`src/rtl/seq_alu_if.sv`:
```
// seq_alu_if: issue/result bus between the execute stage and seq_alu.
interface seq_alu_if #(parameter int WIDTH = 64);
  logic start;
  logic [3:0] alu_control;
  logic [WIDTH-1:0] a, b, result;
  logic [3:0] flags;
  logic busy, done, illegal;
  modport master (output start, alu_control, a, b, input result, flags, busy, done, illegal);
  modport slave (input start, alu_control, a, b, output result, flags, busy, done, illegal);
endinterface

```
`src/rtl/seq_alu.sv`:
```
// seq_alu: registered ALU with NZCV flags and iterative MUL (and SDIV/UDIV when ALU_DIVIDE_EN is defined).
module seq_alu #(
  parameter int WIDTH = 64,
  parameter logic [3:0] FLAGS_RESET = 4'b0000
) (
  input logic clk,
  input logic reset,
  seq_alu_if.slave bus
);
  typedef enum logic [1:0] {IDLE, ITER, FIX} state_t;
  localparam int CW = $clog2(WIDTH);
  state_t state, state_n;
  logic [CW-1:0] count;
  logic [WIDTH-1:0] acc, x, y, bx, sc_res, fin;
  logic [WIDTH:0] sum;
  logic [3:0] op;
  logic issue, is_mc, is_add, is_sub, sc_ok, sc_c, sc_v, fin_v;
  assign op = bus.alu_control;
  assign issue = bus.start && state == IDLE;
  assign is_add = op == 4'b0010;
  assign is_sub = op == 4'b0110;
  assign bx = is_sub ? ~bus.b : bus.b;
  assign sum = {1'b0, bus.a} + {1'b0, bx} + (WIDTH+1)'(is_sub);
  assign sc_ok = op inside {4'b0000, 4'b0001, 4'b0010, 4'b0110, 4'b0111, 4'b1100, 4'b0011};
  assign sc_res = op == 4'b0000 ? bus.a & bus.b :
                  op == 4'b0001 ? bus.a | bus.b :
                  op == 4'b0011 ? bus.a ^ bus.b :
                  op == 4'b0111 ? bus.b :
                  op == 4'b1100 ? ~(bus.a | bus.b) :
                  (is_add || is_sub) ? sum[WIDTH-1:0] : '0;
  assign sc_c = (is_add || is_sub) && sum[WIDTH];
  // with b already inverted for SUB, one overflow rule covers both
  assign sc_v = (is_add || is_sub) && bus.a[WIDTH-1] == bx[WIDTH-1] && sum[WIDTH-1] != bus.a[WIDTH-1];
`ifdef ALU_DIVIDE_EN
  logic dv, neg, ovf, dz, sdiv, ge;
  logic [WIDTH:0] r_sh, r_sub;
  assign sdiv = op == 4'b1001;
  assign is_mc = op == 4'b1000 || sdiv || op == 4'b1010;
  assign r_sh = {acc, x[WIDTH-1]};
  assign r_sub = r_sh - {1'b0, y};
  assign ge = !r_sub[WIDTH];
  assign fin = !dv ? acc : dz ? '0 : neg ? -x : x;
  assign fin_v = ovf;
`else
  assign is_mc = op == 4'b1000;
  assign fin = acc;
  assign fin_v = 1'b0;
`endif
  always_ff @(posedge clk or posedge reset)
    if (reset) state <= IDLE;
    else state <= state_n;
  always_comb begin
    state_n = state;
    case (state)
      IDLE: state_n = issue && is_mc ? ITER : IDLE;
      ITER: state_n = count == CW'(WIDTH-1) ? FIX : ITER;
      default: state_n = IDLE;
    endcase
  end
  always_comb bus.busy = state != IDLE;
  always_ff @(posedge clk or posedge reset)
    if (reset) begin
      bus.result <= '0;
      bus.flags <= FLAGS_RESET;
      bus.done <= 1'b0;
      bus.illegal <= 1'b0;
      count <= '0;
      acc <= '0;
      x <= '0;
      y <= '0;
`ifdef ALU_DIVIDE_EN
      dv <= 1'b0;
      neg <= 1'b0;
      ovf <= 1'b0;
      dz <= 1'b0;
`endif
    end else begin
      bus.done <= 1'b0;
      bus.illegal <= 1'b0;
      case (state)
        IDLE: if (issue) begin
          if (is_mc) begin
            count <= '0;
            acc <= '0;
            x <= bus.a;
            y <= bus.b;
`ifdef ALU_DIVIDE_EN
            dv <= op != 4'b1000;
            neg <= sdiv && (bus.a[WIDTH-1] ^ bus.b[WIDTH-1]);
            ovf <= sdiv && bus.a == {1'b1, {(WIDTH-1){1'b0}}} && &bus.b;
            dz <= bus.b == '0;
            if (sdiv) begin
              x <= bus.a[WIDTH-1] ? -bus.a : bus.a;
              y <= bus.b[WIDTH-1] ? -bus.b : bus.b;
            end
`endif
          end else begin
            bus.done <= 1'b1;
            bus.illegal <= !sc_ok;
            bus.result <= sc_res;
            if (sc_ok) bus.flags <= {sc_res[WIDTH-1], sc_res == '0, sc_c, sc_v};
          end
        end
        ITER: begin
          count <= count + CW'(1);
`ifdef ALU_DIVIDE_EN
          if (dv) begin
            acc <= ge ? r_sub[WIDTH-1:0] : r_sh[WIDTH-1:0];
            x <= {x[WIDTH-2:0], ge};
          end else
`endif
          begin
            acc <= acc + (y[0] ? x : '0);
            x <= x << 1;
            y <= y >> 1;
          end
        end
        default: begin
          bus.result <= fin;
          bus.flags <= {fin[WIDTH-1], fin == '0, 1'b0, fin_v};
          bus.done <= 1'b1;
        end
      endcase
    end
endmodule

```
`src/flat_wrapper.sv`:
```
// flat-port wrapper written by rule: the top's interface ports become plain ports
module seq_alu_flat 
#(
  parameter int WIDTH = 64,
  parameter logic [3:0] FLAGS_RESET = 4'b0000
)
  (clk, reset, bus_start, bus_alu_control, bus_a, bus_b, bus_result, bus_flags, bus_busy, bus_done, bus_illegal);
  seq_alu_if #(.WIDTH(WIDTH)) bus_i ();
  input logic clk;
  input logic reset;
  input wire logic [$bits(bus_i.start)-1:0] bus_start;
  input wire logic [$bits(bus_i.alu_control)-1:0] bus_alu_control;
  input wire logic [$bits(bus_i.a)-1:0] bus_a;
  input wire logic [$bits(bus_i.b)-1:0] bus_b;
  output wire logic [$bits(bus_i.result)-1:0] bus_result;
  output wire logic [$bits(bus_i.flags)-1:0] bus_flags;
  output wire logic [$bits(bus_i.busy)-1:0] bus_busy;
  output wire logic [$bits(bus_i.done)-1:0] bus_done;
  output wire logic [$bits(bus_i.illegal)-1:0] bus_illegal;
  assign bus_i.start = bus_start;
  assign bus_i.alu_control = bus_alu_control;
  assign bus_i.a = bus_a;
  assign bus_i.b = bus_b;
  assign bus_result = bus_i.result;
  assign bus_flags = bus_i.flags;
  assign bus_busy = bus_i.busy;
  assign bus_done = bus_i.done;
  assign bus_illegal = bus_i.illegal;
  seq_alu #(.WIDTH(WIDTH), .FLAGS_RESET(FLAGS_RESET)) u_core (.clk(clk), .reset(reset), .bus(bus_i));
endmodule
```
`config.mk`:
```
export PLATFORM = sky130hd
export DESIGN_NAME = seq_alu_flat
export DESIGN_NICKNAME = d
export VERILOG_FILES = /design/src/rtl/seq_alu_if.sv /design/src/rtl/seq_alu.sv /design/src/flat_wrapper.sv
export SDC_FILE = /design/constraint.sdc
export NUM_CORES = 1
export LEC_CHECK = 0
export CORE_MARGIN = 10
export CORE_UTILIZATION = 35
export CTS_BUF_LIST = sky130_fd_sc_hd__clkbuf_16
export DETAILED_ROUTE_END_ITERATION = 6
export DONT_BUFFER_PORTS = 1
export PLACE_DENSITY = 0.49
export REMOVE_ABC_BUFFERS = 1
export SLEW_MARGIN = 20
export SYNTH_ARGS = -nofsm -noshare
export SYNTH_HDL_FRONTEND = slang
export SYNTH_SLANG_ARGS = --single-unit
```
`constraint.sdc`:
```
create_clock -name clk -period 9.95 [get_ports clk]
set_input_delay 1.4925 -clock clk [delete_from_list [all_inputs] [get_ports clk]]
set_output_delay 1.4925 -clock clk [all_outputs]
set_load 0.05 [all_outputs]
```
==> summary.txt, run 1 <==
Clock network
  – Root Driver: clkbuf_16
  – Clock transition at path regs: 0.06 ns
  – Deepest clock path buffer count: 3
  – Post-CTS Setup Bufs: 0
  – Hold buffer count at CTS: 0
  – CTS Sinks: 270
  – Post-CTS sizing: 0
  – Clk_lat worst skew: 0.58 ns
  – CTS tree: built
  – H-tree depth: 2
  – CTS Buf Count: 37

Global route
  – Initial antenna violation count: 6
  – First-pass GRT wire length: 165 mm
  – Total track usage: 26.4%
  – Vias in the first global route: 23900
  – Largest net degree at the start of global routing: 156
  – GRT overflow: 0

Worst setup path
  – Critical path class: primary input to register
  – CP max FO: 43
  – Crit path arrival time: 7.38 ns
  – Required time of the critical path: 10.42 ns
  – Worst setup EP type: register
  – Critical path launch point type: primary input

Synthesis
  – Main area contributors after synthesis: dfrtp_1, ha_1, nand2_1, o21ai_0, a21oi_1
  – Seq/Total Area, Yosys: 26.7%
  – Async set-reset flop share out of synthesis: 100%
  – Top FF cell, synth: dfrtp_1
  – Synth top area share: 26.7%
  – Post-Synthesis Cells: 3373
  – Syn. warnings: 0
  – EDFF count, synth: 0
  – Post-Syn Area per Cell: 7.50 um^2
  – Synthesized flop and latch total: 270
  – Top post-synthesis cells by count: nand2_1, o21ai_0, nor2_1
  – Synth Cell Area: 25300 um^2
  – Synth cell types: 79
  – Count leader, synth: nand2_1
  – Post-synth top area cell: dfrtp_1

Hold path
  – Worst Hold Class: register to register

Floorplan
  – DIE WIDTH: 289 um
  – Boundary Pins: 206
  – Floorplan row count: 98
  – Core Box Area: 71600 um^2
  – Die H: 289 um
  – Die footprint: 83400 um^2
  – Starting Density: 35.3%

Timing
  – Endpoints failing hold: 0
  – Endpoints failing setup: 0
  – Hold_ws: 0.482 ns
  – Fin crit share: 69.4%
  – Fin crit period: 6.91 ns
  – Fmax: 145 MHz
  – Final slew viol count: 0
  – Slew @ Worst Pin: 1.19 ns
  – Max-slew headroom: 20.4%
  – Worst Skew: 0.0189 ns
  – Setup TNS: 0 ns
  – RSZ-0062 raised after global routing: no

Layout
  – Fillers: 7605
  – Layout cell share with drive strength beyond 1: 4.22%
  – Area growth syn-to-layout: 7.61%
  – Final Core Density: 38.0%
  – Nets@finish: 3650

Detailed routing
  – Drt initial violations: 2447
  – Pre-antenna DRT Iters: 5
  – Remaining antenna violation count: 0
  – Routed wire per std cell: 26.9 um
  – Vias per cell: 5.94
  – DR vias: 25100
  – # DRC: 0
  – Total Wirelength: 114 mm

Outcome
  – Status: completed

Placed design
  – # port buffers: 0
  – GP Congestion: 0.947
  – DP HPWL: 87.1 mm

Run
  – Max_cap viols: 0

Power
  – Peak VDD IR: 0.121 mV
  – Pleak: 11.4 nW
  – Power Density: 124 nW/um^2
layout make-up:
| cell class | count | area, um^2 | share of cell area [%] |
|---|---|---|---|
| sequential | 270 | 6760 | 24.8 |
| clock inverter | 27 | 201 | 0.740 |
| timing repair buffer | 36 | 283 | 1.04 |
| antenna | 3 | 7.51 | 0.0276 |
| tap | 950 | 1190 | 4.37 |
| inverter | 174 | 661 | 2.43 |
| multi-input combinational | 2724 | 17200 | 63.1 |
| clock buffer | 38 | 951 | 3.49 |
state kept, by name, summed over array words and instances, names as in the netlist:
signal,count
u_core.bus.flags,4
u_core.count,6
u_core.state,2
u_core.bus.illegal,1
u_core.bus.done,1
u_core.acc,64
u_core.bus.result,64
u_core.y,64
u_core.x,64
through the flow:
| step | instances | setup slack, ns | power [W] | area [um^2] |
|---|---|---|---|---|
| after floorplan | 3168 | -3.08 | 0.00180 | 24500 |
| after global placement | 4154 | 2.14 | 0.00207 | 26100 |
| after detailed placement | 4154 | 2.48 | 0.00208 | 26100 |
| after CTS | 4219 | 3.06 | 0.00340 | 27200 |
| after global routing | 4219 | 2.83 | 0.00354 | 27200 |
| final | 4222 | 3.04 | 0.00338 | 27200 |
layout by cell type (no fill, tap or decap), drive strengths merged, types with 20 or more instances in the layout:
cell type	count
nand3	36
a211oi	24
nand4	50
a31oi	140
dfrtp	270
and2	77
nand2	576
xnor2	121
a22oi	27
nor3	36
ha	270
o21ai	309
mux2i	47
nor2	282
nor4	26
a21oi	266
clkbuf	38
o31ai	27
o22ai	28
o21a	24
nand2b	20
inv	181
buf	36
a21o	57
xor2	54
kinds of logic after synthesis:
group	after synthesis	synth area share [%]
adder cells (fa/ha/maj)	272	13.5
XOR/XNOR	175	6.06
AND/OR/NAND/NOR	1174	20.5
flip-flops	270	26.7
buffers and inverters	379	5.67
AO/OA/AOI/OAI	1046	25.3
multiplexers	57	2.31
metal layers:
layer / part of all wire [%] / global-route usage, % / vias up
met4: 3.7 / 9.25 / 4
met5: 0.050 / 0 / -
met3: 7.6 / 5.23 / 191
met1: 46 / 37.5 / 12300
met2: 42 / 39.0 / 911
li1: - / - / 11600
report_power, final:
group	switching (W)	internal (W)	total (W)	leakage [nW]
logic	0.000572	0.000319	0.000890	7.74
clock network	0.000556	0.000746	0.00130	0.583
registers	0.0000591	0.00113	0.00119	3.12
total	0.00119	0.00219	0.00338	11.4
worst paths after layout:
kind,startpoint,to,slack (ns),cells past startpoint
hold reg to reg,u_core.y[63],u_core.y[62],0.48,2
min in group asynchronous,reset,u_core.x[58],0.89,1
setup reg to reg,u_core.state[1],u_core.bus.flags[2],4.70,11
hold / removal,u_core.y[63],u_core.y[62],0.48,2
setup / recovery,bus_alu_control[3],u_core.bus.flags[2],3.04,17
max in group asynchronous,reset,u_core.y[55],7.51,2
critical path, stage by stage:
cell,delay (ns)
and4bb_4,0.65
buf_4,0.72
xnor2_1,0.20
ha_1,0.42
a21oi_1,0.31
o21ai_0,0.24
a211oi_1,0.33
nor3_1,0.15
nor2_1,0.12
o31ai_1,0.10
xnor2_1,0.64
o2111ai_1,0.17
nor4_1,0.49
nand4_1,0.14
nor4_1,0.61
nand4_1,0.21
o31ai_1,0.26
No activity file was read; power rests on OpenSTA's default activity.
==> run 2, diff against run 1 <==
- PLACE_DENSITY: 0.49 -> 0.51
- clock period: 9.95 -> 5.8 ns (I/O delays scaled with it)
==> summary.txt, run 2 (synthesis gave the netlist of run 1 again) <==
Layout
  – Area growth syn-to-layout: 8.89%
  – Most common cell after layout, fill and taps aside: nand2_1
  – Design area: 27500 um^2
  – Final Core Density: 38.5%
  – # diodes: 0
  – Layout cell share with drive strength beyond 1: 5.44%
  – Most frequent cells in the layout: nand2_1, o21ai_0, nor2_1
  – Nets@finish: 3692
  – Layout Cells excl Fill: 4258

Floorplan
  – Core Box Area: 71600 um^2
  – Starting Density: 35.3%
  – Floorplan row count: 98
  – Boundary Pins: 206
  – Die H: 289 um
  – DIE WIDTH: 289 um
  – Die footprint: 83400 um^2

Timing
  – Endpoints failing hold: 0
  – Fmax: 190 MHz
  – RSZ-0062 raised after global routing: no
  – Fin crit share: 90.6%
  – Fin crit period: 5.25 ns
  – Final slew viol count: 0
  – Worst Skew: 0.0225 ns
  – Hold_ws: 0.172 ns
  – Endpoints failing setup: 0
  – Max-slew headroom: 32.8%
  – Slew @ Worst Pin: 0.997 ns

Placed design
  – # port buffers: 0
  – GP Congestion: 0.993
  – Placed insts: 4197
  – DP HPWL: 82.1 mm
  – DP Area: 26400 um^2

Clock network
  – CTS Buf Count: 36
  – Post-CTS sizing: 0
  – CTS Sinks: 270
  – Clk_lat worst skew: 0.57 ns
  – Clock transition at path regs: 0.06 ns
  – Deepest clock path buffer count: 3
  – CTS tree: built
  – Hold buffer count at CTS: 0
  – Root Driver: clkbuf_16
  – Post-CTS Setup Bufs: 0
  – H-tree depth: 2

Worst setup path
  – Crit path arrival time: 5.70 ns
  – Required time of the critical path: 6.25 ns
  – CP max FO: 82
  – FF-to-FF setup slack: 0.83 ns
  – Worst setup EP type: register
  – Critical path launch point type: primary input
  – Crit path max-delay cell type: o311ai_0
  – Ordered list of cells on the worst path: and4bb_4, buf_12, buf_12, xnor2_1, ha_1, nand4_1, o221ai_1, a22oi_1, a211oi_1, nor3b_1, buf_4, o21ai_0, nand2_1, o311ai_0, nor2b_1, nand4_1, o31ai_1
  – Critical path class: primary input to register
  – Slowest cell delay on critical path: 0.73 ns

Hold path
  – Worst Hold Class: primary input to asynchronous set/reset pin

Detailed routing
  – Routed wire per std cell: 25.1 um
  – Pre-antenna DRT Iters: 7
  – # DRC: 1
  – Total Wirelength: 107 mm
  – Vias per cell: 5.80
  – DR vias: 24700
  – Remaining antenna violation count: 0
  – Drt initial violations: 2684

Power
  – Total design power: 0.00578 W
  – NetSw: 0.00200 W
  – Power Internal: 0.00378 W
  – Peak VDD IR: 0.163 mV
  – Reg power frac: 35.2%
  – Pleak: 11.7 nW
  – Fraction of power consumed by combinational cells: 26.9%
  – Clock power frac: 38.0%
  – Power Density: 210 nW/um^2
  – Switch share: 34.6%

Global route
  – GRT overflow: 0
  – Vias in the first global route: 23200
  – First-pass GRT wire length: 157 mm
  – Total track usage: 24.9%
  – Initial antenna violation count: 2
  – Largest net degree at the start of global routing: 213

Outcome
  – Status: finished, violations left
  – Failing checks: DRC

Run
  – Max_cap viols: 0
run 2: cell types whose count changed in the layout (fill, tap and decap cells not counted), sizes merged:
cell,before,now
bufinv,2,3
clkinv,16,10
clkbuf,38,36
diode,3,0
clkinvlp,2,1
buf,36,79
inv,181,185
run 2: power groups by stage:
| stage | sequential [W] | combinational (W) | clock, W |
|---|---|---|---|
| finish | 0.00203 | 0.00155 | 0.00219 |
| global route | 0.00204 | 0.00170 | 0.00230 |
| CTS | 0.00203 | 0.00152 | 0.00224 |
| detailed placement | 0.00206 | 0.00151 | 0 |
| global placement | 0.00206 | 0.00152 | 0 |
| floorplan | 0.00203 | 0.00106 | 0 |
run 2: metal layers:
| layer | part of all wire, % | vias up | global-route usage [%] |
|---|---|---|---|
| li1 | - | 11700 | - |
| met1 | 46 | 11900 | 35.0 |
| met2 | 43 | 868 | 37.5 |
| met3 | 8.3 | 153 | 5.42 |
| met4 | 3.1 | 2 | 7.31 |
| met5 | 0.0084 | - | 0 |
run 2: stage by stage:
| stage | TNS [ns] | setup slack (ns) |
|---|---|---|
| global route | 0 | 0.208 |
| CTS | 0 | 0.720 |
| floorplan | -1477.15 | -7.03 |
| detailed placement | 0 | 0.115 |
| global placement | 0 | 0.198 |
| finish | 0 | 0.546 |
run 2: cell type report:
type | count | area [um^2]
fill | 7669 | 44100
multi-input combinational | 2724 | 17200
sequential | 270 | 6760
tap | 950 | 1190
clock buffer | 36 | 901
inverter | 174 | 661
timing repair buffer | 79 | 656
clock inverter | 25 | 209
run 2: final timing paths:
path,start,end,cells after the start
worst max register to register,u_core.y[0],u_core.acc[62],15
max in group asynchronous,reset,u_core.state[1],2
worst min register to register,u_core.y[58],u_core.y[57],2
min in group clk,bus_a[0],u_core.x[0],1
worst max-delay path,bus_alu_control[0],u_core.bus.flags[2],17
worst min-delay path,reset,u_core.bus.result[61],1
run 2: worst max-delay path: cells and delay by family:
kind                       cells  cell delay, ns
xor gates and xnor gates       1            0.11
AOI/OAI and AO/OA              6            2.21
adders and majority gates      1            0.48
buffers and inverters          3            0.75
and+or+nand+nor                6            1.17
==> run 3, diff against run 2 <==
- CORE_ASPECT_RATIO: default -> 0.8
- CORE_UTILIZATION: 35 -> 30
- PLACE_DENSITY: 0.51 -> 0.45
==> summary.txt, run 3 (synthesis gave the netlist of run 1 again) <==
Clock network
  – Post-CTS Setup Bufs: 0
  – CTS tree: built
  – CTS Sinks: 270
  – Post-CTS sizing: 0
  – Deepest clock path buffer count: 3
  – CTS Buf Count: 36
  – H-tree depth: 2
  – Hold buffer count at CTS: 0
  – Clock transition at path regs: 0.06 ns
  – Root Driver: clkbuf_16
  – Clk_lat worst skew: 0.59 ns

Timing
  – Worst setup margin: 0.550 ns
  – Fin crit period: 5.25 ns
  – Final slew viol count: 0
  – Endpoints failing hold: 0
  – Fin crit share: 90.5%
  – RSZ-0062 raised after global routing: no
  – Slew @ Worst Pin: 1.04 ns
  – Endpoints failing setup: 0
  – Max-slew headroom: 29.6%
  – Fmax: 190 MHz
  – Worst Skew: 0.0320 ns

Worst setup path
  – Worst setup EP type: register
  – Crit path max-delay cell type: a211oi_1
  – Critical path class: primary input to register
  – Slowest cell delay on critical path: 0.60 ns
  – Crit path arrival time: 5.73 ns
  – CP dominant cell by count: buf_4
  – Required time of the critical path: 6.28 ns
  – Critical path launch point type: primary input
  – CP max FO: 82
  – Ordered list of cells on the worst path: and4bb_4, buf_12, buf_4, xnor2_1, ha_1, buf_4, nand2_1, nor2_1, nand3_1, a211oi_1, o21a_1, o31a_1, o2111ai_1, nor4_1, nand4_1, nor4_1, buf_4, nand4_1, o31ai_1

Power
  – Power Internal: 0.00392 W
  – Fraction of power consumed by combinational cells: 27.0%
  – Switch share: 34.7%
  – Pleak: 11.9 nW
  – NetSw: 0.00208 W
  – Reg power frac: 33.8%
  – Power Density: 213 nW/um^2
  – Total design power: 0.00601 W
  – Clock power frac: 39.3%
  – Peak VDD IR: 0.166 mV

Global route
  – GRT overflow: 0
  – Largest net degree at the start of global routing: 122
  – Total track usage: 22.6%
  – Initial antenna violation count: 6
  – Vias in the first global route: 23300
  – First-pass GRT wire length: 164 mm

Floorplan
  – Core Box Area: 83800 um^2
  – Starting Density: 30.2%
  – Boundary Pins: 206
  – Die H: 280 um
  – Die footprint: 96400 um^2
  – DIE WIDTH: 345 um
  – Floorplan row count: 95

Layout
  – Most common cell after layout, fill and taps aside: nand2_1
  – Fillers: 8987
  – Layout Cells excl Fill: 4478
  – Most frequent cells in the layout: nand2_1, o21ai_0, nor2_1
  – Design area: 28200 um^2
  – Nets@finish: 3741
  – Area growth syn-to-layout: 11.6%
  – Layout cell share with drive strength beyond 1: 6.99%

Detailed routing
  – DR vias: 25000
  – Routed wire per std cell: 25.2 um
  – Total Wirelength: 113 mm
  – Drt initial violations: 2553
  – Pre-antenna DRT Iters: 6
  – Vias per cell: 5.58
  – # DRC: 0
  – Remaining antenna violation count: 0

Placed design
  – Setup Slack @ Placement: 0.0735 ns
  – DP Area: 27000 um^2
  – GP Congestion: 0.982
  – # port buffers: 0
  – Placed insts: 4411
  – DP HPWL: 87.3 mm

Outcome
  – Status: completed

Hold path
  – Worst Hold Class: primary input to asynchronous set/reset pin

Run
  – Max_cap viols: 0
==> run 3: area by class of cell <==
cell class	count	area (um^2)	share of cell area [%]
inverter	174	661	2.34
tap	1115	1400	4.94
antenna	2	5.00	0.0177
sequential	270	6760	24.0
clock inverter	29	299	1.06
timing repair buffer	128	1020	3.63
multi-input combinational	2724	17200	60.9
clock buffer	36	901	3.19
==> run 3: worst max-delay path, delay by kind of cell <==
kind                       cells  cell delay (ns)
buffers and inverters          4             0.81
adders and majority gates      1             0.36
and+or+nand+nor                8             2.08
AOI/OAI and AO/OA              5             1.45
xor gates and xnor gates       1             0.10
==> run 3: power groups by stage <==
stage          Clock [W]  Sequential [W]  Combinational, W
3_5_place_dp           0         0.00206           0.00157
3_3_place_gp           0         0.00206           0.00159
5_1_grt          0.00249         0.00203           0.00177
4_1_cts          0.00243         0.00203           0.00158
6_report         0.00236         0.00203           0.00162
2_1_floorplan          0         0.00203           0.00106
==> run 3: layer usage <==
layer | share of wire, % | GRT usage (%) | wire length [um] | vias to the layer above
met2 | 40 | 31.8 | 45500 | 880
met1 | 48 | 34.0 | 54400 | 12100
met5 | 0.012 | 0 | 13 | -
met4 | 2.7 | 5.99 | 3050 | 2
li1 | - | - | - | 11800
met3 | 8.7 | 5.03 | 9840 | 124
==> run 3: path summary, 6_finish.rpt <==
path / startpoint / end / slack (ns) / cells past startpoint
worst max-delay path: bus_alu_control[0] / u_core.bus.flags[2] / 0.55 / 19
max in group asynchronous: reset / u_core.x[16] / 4.27 / 2
worst max register to register: u_core.y[0] / u_core.acc[63] / 0.88 / 17
worst min register to register: u_core.y[63] / u_core.y[62] / 0.48 / 2
worst min-delay path: reset / u_core.x[60] / 0.27 / 1
min in group clk: bus_b[4] / u_core.y[4] / 0.42 / 2
==> run 3: metrics by stage <==
stage	hold slack [ns]	utilization [%]	TNS [ns]
after floorplan	0.439	-	-1477.15
after global placement	0.456	32.2	0
after detailed placement	0.458	32.2	0
after CTS	0.286	33.7	0
after global routing	0.315	33.7	0
final	0.268	33.7	0
